<file path="src/rtl/wb_periph_arbiter_pkg.sv">
// Shared definitions for the two-master Wishbone peripheral arbiter:
// FSM state encoding, master indices and the default error data word.
package wb_periph_arbiter_pkg;

  typedef enum logic [1:0] {
    ST_IDLE    = 2'd0,
    ST_BUSY    = 2'd1,
    ST_RELEASE = 2'd2
  } state_e;

  localparam logic [31:0] ERR_DATA_DEF = 32'hDEADBEEF;

  localparam logic M0 = 1'b0;
  localparam logic M1 = 1'b1;

endpackage

</file>
<file path="src/rtl/wb_periph_arbiter_rr_arb2.sv">
// Two-way round-robin pick: a lone requester wins outright; on a tie the
// master that was not granted last wins. Purely combinational.
module rr_arb2
  import wb_periph_arbiter_pkg::*;
(
  input  logic [1:0] req_i,
  input  logic       last_grant_i,
  output logic [1:0] gnt_o
);

  always_comb begin
    gnt_o = req_i;
    if (req_i == 2'b11) begin
      gnt_o = (last_grant_i == M1) ? 2'b01 : 2'b10;
    end
  end

endmodule

</file>
<file path="src/rtl/wb_periph_arbiter.sv">
// Two-master Wishbone arbiter onto one peripheral slave bus: round-robin,
// one transfer per grant, bus watchdog, and a release cycle after each transfer.
module wb_periph_arbiter
  import wb_periph_arbiter_pkg::*;
#(
  parameter int unsigned TIMEOUT_W   = 8,
  parameter int unsigned TIMEOUT_CYC = 200,
  parameter logic [31:0] ERR_DATA    = ERR_DATA_DEF
) (
  input  logic        wb_clk_i,
  input  logic        wb_rst_i,
  input  logic        m0_cyc_i,
  input  logic        m0_stb_i,
  input  logic        m0_we_i,
  input  logic [3:0]  m0_sel_i,
  input  logic [31:0] m0_adr_i,
  input  logic [31:0] m0_dat_i,
  output logic [31:0] m0_dat_o,
  output logic        m0_ack_o,
  output logic        m0_err_o,
  input  logic        m1_cyc_i,
  input  logic        m1_stb_i,
  input  logic        m1_we_i,
  input  logic [3:0]  m1_sel_i,
  input  logic [31:0] m1_adr_i,
  input  logic [31:0] m1_dat_i,
  output logic [31:0] m1_dat_o,
  output logic        m1_ack_o,
  output logic        m1_err_o,
  output logic        s_cyc_o,
  output logic        s_stb_o,
  output logic        s_we_o,
  output logic [3:0]  s_sel_o,
  output logic [31:0] s_adr_o,
  output logic [31:0] s_dat_o,
  input  logic [31:0] s_dat_i,
  input  logic        s_ack_i,
  output logic [1:0]  grant_o,
  output logic        timeout_o
);

  localparam logic [TIMEOUT_W-1:0] TO_LAST = TIMEOUT_W'(TIMEOUT_CYC - 1);

  state_e               state_q, state_d;
  logic                 owner_q, owner_d;
  logic                 last_q, last_d;
  logic [TIMEOUT_W-1:0] cnt_q, cnt_d;

  logic [1:0]  req;
  logic [1:0]  gnt;
  logic        owner_req;
  logic        expired;
  logic        ack;
  logic        err;
  logic [31:0] rdat;

  assign req       = {m1_cyc_i & m1_stb_i, m0_cyc_i & m0_stb_i};
  assign owner_req = (owner_q == M1) ? req[1] : req[0];
  assign expired   = (TIMEOUT_CYC != 0) && (cnt_q == TO_LAST);

  rr_arb2 u_rr_arb2 (
    .req_i       (req),
    .last_grant_i(last_q),
    .gnt_o       (gnt)
  );

  // NOTE: sequential state uses non-blocking assignments so every register
  // samples the pre-edge values computed by the combinational block.
  always_ff @(posedge wb_clk_i or posedge wb_rst_i) begin
    if (wb_rst_i) begin
      state_q <= ST_IDLE;
      owner_q <= M0;
      last_q  <= M1;
      cnt_q   <= '0;
    end else begin
      state_q <= state_d;
      owner_q <= owner_d;
      last_q  <= last_d;
      cnt_q   <= cnt_d;
    end
  end

  // NOTE: every output of this block gets a default first, so no path
  // through the case statement can infer a latch.
  always_comb begin
    state_d   = state_q;
    owner_d   = owner_q;
    last_d    = last_q;
    cnt_d     = cnt_q;
    s_cyc_o   = 1'b0;
    s_stb_o   = 1'b0;
    s_we_o    = 1'b0;
    s_sel_o   = '0;
    s_adr_o   = '0;
    s_dat_o   = '0;
    grant_o   = 2'b00;
    timeout_o = 1'b0;
    ack       = 1'b0;
    err       = 1'b0;
    rdat      = '0;

    unique case (state_q)
      ST_IDLE: begin
        cnt_d = '0;
        if (req != 2'b00) begin
          owner_d = (gnt == 2'b10) ? M1 : M0;
          state_d = ST_BUSY;
        end
      end
      ST_BUSY: begin
        grant_o = (owner_q == M1) ? 2'b10 : 2'b01;
        s_cyc_o = owner_req;
        s_stb_o = owner_req;
        s_we_o  = (owner_q == M1) ? m1_we_i  : m0_we_i;
        s_sel_o = (owner_q == M1) ? m1_sel_i : m0_sel_i;
        s_adr_o = (owner_q == M1) ? m1_adr_i : m0_adr_i;
        s_dat_o = (owner_q == M1) ? m1_dat_i : m0_dat_i;
        // Abort outranks ack: with the strobe down the slave's ack is not for us.
        if (!owner_req) begin
          state_d = ST_RELEASE;
        end else if (s_ack_i) begin
          ack     = 1'b1;
          rdat    = s_dat_i;
          last_d  = owner_q;
          state_d = ST_RELEASE;
        end else if (expired) begin
          err       = 1'b1;
          rdat      = ERR_DATA;
          timeout_o = 1'b1;
          state_d   = ST_RELEASE;
        end else begin
          cnt_d = cnt_q + 1'b1;
        end
      end
      ST_RELEASE: begin
        cnt_d   = '0;
        state_d = ST_IDLE;
      end
      default: state_d = ST_IDLE;
    endcase
  end

  assign m0_ack_o = ack & (owner_q == M0);
  assign m1_ack_o = ack & (owner_q == M1);
  assign m0_err_o = err & (owner_q == M0);
  assign m1_err_o = err & (owner_q == M1);
  assign m0_dat_o = (owner_q == M0) ? rdat : '0;
  assign m1_dat_o = (owner_q == M1) ? rdat : '0;

endmodule

</file>
<file path="config.mk">
export PLATFORM = sky130hd
export DESIGN_NAME = wb_periph_arbiter
export DESIGN_NICKNAME = d
export VERILOG_FILES = /design/src/rtl/wb_periph_arbiter_pkg.sv /design/src/rtl/wb_periph_arbiter_rr_arb2.sv /design/src/rtl/wb_periph_arbiter.sv
export SDC_FILE = /design/constraint.sdc
export NUM_CORES = 1
export LEC_CHECK = 0
export BUFFER_PORTS_ARGS = -buffer_cell sky130_fd_sc_hd__buf_2
export CAP_MARGIN = 20
export CELL_PAD_IN_SITES_DETAIL_PLACEMENT = 1
export CELL_PAD_IN_SITES_GLOBAL_PLACEMENT = 1
export CORE_AREA = 2 2 125 127
export CTS_BUF_LIST = sky130_fd_sc_hd__clkbuf_8
export CTS_CLUSTER_SIZE = 14
export DETAILED_ROUTE_END_ITERATION = 16
export DIE_AREA = 0 0 127 129
export HOLD_SLACK_MARGIN = 0.06
export PLACE_DENSITY = 0.68
export SKIP_CTS_REPAIR_TIMING = 1
export SLEW_MARGIN = 20
export SYNTH_ARGS = -nofsm -noshare
export SYNTH_HDL_FRONTEND = slang
export SYNTH_SLANG_ARGS = --single-unit
</file>
<file path="constraint.sdc">
create_clock -name wb_clk_i -period 4.3 [get_ports wb_clk_i]
set_clock_uncertainty 0.05 [all_clocks]
set_input_delay 0.86 -clock wb_clk_i [delete_from_list [all_inputs] [get_ports wb_clk_i]]
set_output_delay 0.86 -clock wb_clk_i [all_outputs]
set_load 0.01 [all_outputs]
</file>
==> metrics <==
most frequent cells in the layout buf_2, nor2_1, mux2i_1; slowest CP cell nand3_2; Starting Density between 10% and 20%; maximum clock insertion buffer count 2; Syn Inst Count roughly 330; Post-Layout Cell Count 814; CP Buf/Inv Count 2; FP Rows between 40 and 50; HPWL after detailed placement 9695 um; sequential share of the synthesized area around 14%; max cap viols 0; element type at the critical path start primary input; diodes inserted 0; number of buffers created by CTS 3; Yosys top cell area share around 31%; outcome complete, no violations; final worst path period share 80.67%; Setup CP Type in2out; setup violators final 0; initial DRC count 70; fraction of layout cells with a size suffix above 1 53.19%; Top Family by Delay on Critical Path simple AND/OR/NAND/NOR gates; fillers a little under 2000; Leak between 2 and 3 nW; setup TNS 0 ns; Syn. warnings 0; worst stage delay on the critical path ~0.47 ns; fin util a little over a quarter; flops & latches, synth 12; Critical Path AT between 2 and 3 ns; Worst-path clk slew 0.05 ns; Power Dens Cells roughly 330 nW/um2; Slew Limit Fails 0; # H-tree levels 1; syn_nets approximately 500; largest area contributor in the netlist mux2i_1; worst-path fanout max 29; GRT Residual Overflow 0; Crit. End Element output port; Post-DRT Antenna Nets 0; vias between 3000 and 4000; Total Routing Usage GR 11.98%; Worst Path Required ~3.4 ns; Mapped Avg Cell Area 6.766 um2; critical-path cell list buf_2 > a41o_1 > nand3_2 > nor2_1 > buf_2; Hold Crit Class reg2reg; routed len/inst between 10 and 15 um; Tot Pwr around 1.3 mW; # IOs roughly 320; first-pass GRT wire length between 15000 and 20000 um; CTS root buffer clkbuf_8; vias in the first global route 3129; final hold vios 0; RePlAce Congestion 0.7953; placed cell count 810; drt total wl about 11000 um; die height 129 um; Buffers on Ports approximately 320; Least-Margin Pin Slew about 1 ns; CTS tree yes; P&R area growth vs syn 79.76%; largest net degree at the start of global routing between 70 and 80; Peak VDD IR 0.1848 mV; Die W 127 um; DRC 0; area of the core between 10000 and 15000 um2; Max-slew headroom about 33%; Reg area between 300 and 400 um2; Cell Area, Synth about 2200 um2; Pre-antenna DRT Iters 4; Final min period 3.469 ns; Unique masters post-synth 41; die area 16380 um2; most frequent CP cell buf_2; most common cell after layout, fill and taps aside buf_2; top cells by area, synth mux2i_1, nor2_1, dfrtp_1, nor2b_1, and2_1; layout net count 805; Multi-input gate area about 1800 um2; Vias/cell approximately 4.2; Achievable Freq 0.2883 GHz; RSZ-0062 raised after global routing no; R2R Setup Slk between 2 and 2.5 ns; clock latency on the worst-skew pair roughly 0.25 ns; # clock sinks 12; initial antenna violation count 1
cell type report:
cell class,count,share of cell area (%)
Multi-Input combinational cell,285,44.50
Timing Repair Buffer,320,40.15
Sequential cell,12,7.630
Tap cell,188,5.879
Clock buffer,4,1.376
Inverter,5,0.4690
power breakdown:
| part | internal, mW | total, mW | switching [mW] |
|---|---|---|---|
| Combinational | 0.452 | 0.998 | 0.546 |
| Clock | 0.0810 | 0.126 | 0.0449 |
| Sequential | 0.136 | 0.188 | 0.0519 |
| Total | 0.669 | 1.31 | 0.642 |
kinds of logic (layout without fill, tap and decap cells):
logic type	count (synthesis)	after routing	share of synthesized area, %
AO/OA/AOI/OAI	22	22	7.982
buffers and inverters	32	329	6.576
multiplexers	70	70	31.53
flip-flops	12	12	13.55
AND/OR/NAND/NOR	192	192	39.80
adder cells (fa/ha/maj)	1	1	0.5620
sequential cells by signal, summed over array words and instances, names as in the netlist:
signal / flops
cnt_q: 8
last_q: 1
owner_q: 1
state_q: 2
final timing paths:
kind                             from          end  cells past startpoint
setup / recovery              s_ack_i  m1_dat_o[7]                      5
min in group asynchronous    wb_rst_i     cnt_q[4]                      2
hold / removal             state_q[1]   state_q[1]                      1
max in group asynchronous    wb_rst_i      owner_q                      2
hold reg to reg            state_q[1]   state_q[1]                      1
setup reg to reg             cnt_q[0]     cnt_q[4]                      5
Yosys cell counts:
master	number
nor2_1	125
mux2i_1	69
nor2b_1	25
and2_1	17
buf_2	15
dfrtp_1	11
clkbuf_1	6
buf_1	4
inv_1	4
nand2_1	4
nor3_1	4
a221o_1	3
nand3_1	3
o31ai_1	3
a21boi_1	2
a21o_1	2
and3_1	2
buf_4	2
nand3_2	2
nand3b_1	2
o21ai_0	2
or3_1	2
or4_1	2
a211oi_1	1
a21o_4	1
a21oi_1	1
a22o_1	1
a22oi_1	1
a31oi_1	1
a41o_1	1
a41oi_1	1
dfstp_2	1
ha_1	1
inv_2	1
mux2_2	1
nand2b_1	1
nand4_1	1
nor3_2	1
nor4_1	1
o21a_1	1
o32ai_1	1
routing by layer:
layer  up-vias  wire length [um]  global-route usage (%)
li1       1691                 -                       -
met1      1510              4525                   14.11
met2       188              5824                   22.64
met3         2              1029                   3.202
met4         0                28                  0.9696
met5         -                 0                       0
through the flow:
| step | cell area [um2] | worst slack (ns) | hold WS, ns |
|---|---|---|---|
| floorplan | 2226 | 1.555 | 0.4104 |
| global placement | 3946 | 0.8216 | 0.4545 |
| detailed placement | 3946 | 0.7894 | 0.4458 |
| CTS | 4001 | 0.7854 | 0.4549 |
| global route | 4001 | 0.6272 | 0.5049 |
| finish | 4001 | 0.8311 | 0.4562 |
worst register-to-register path: cells and delay by family (launching register included):
kind	cells	cell delay (ns)
AOI/OAI and AO/OA	3	1.09
DFF	1	0.40
adders and majority gates	1	0.23
and+or+nand+nor	1	0.18
Note: power is estimated with default switching activity, not from simulation.
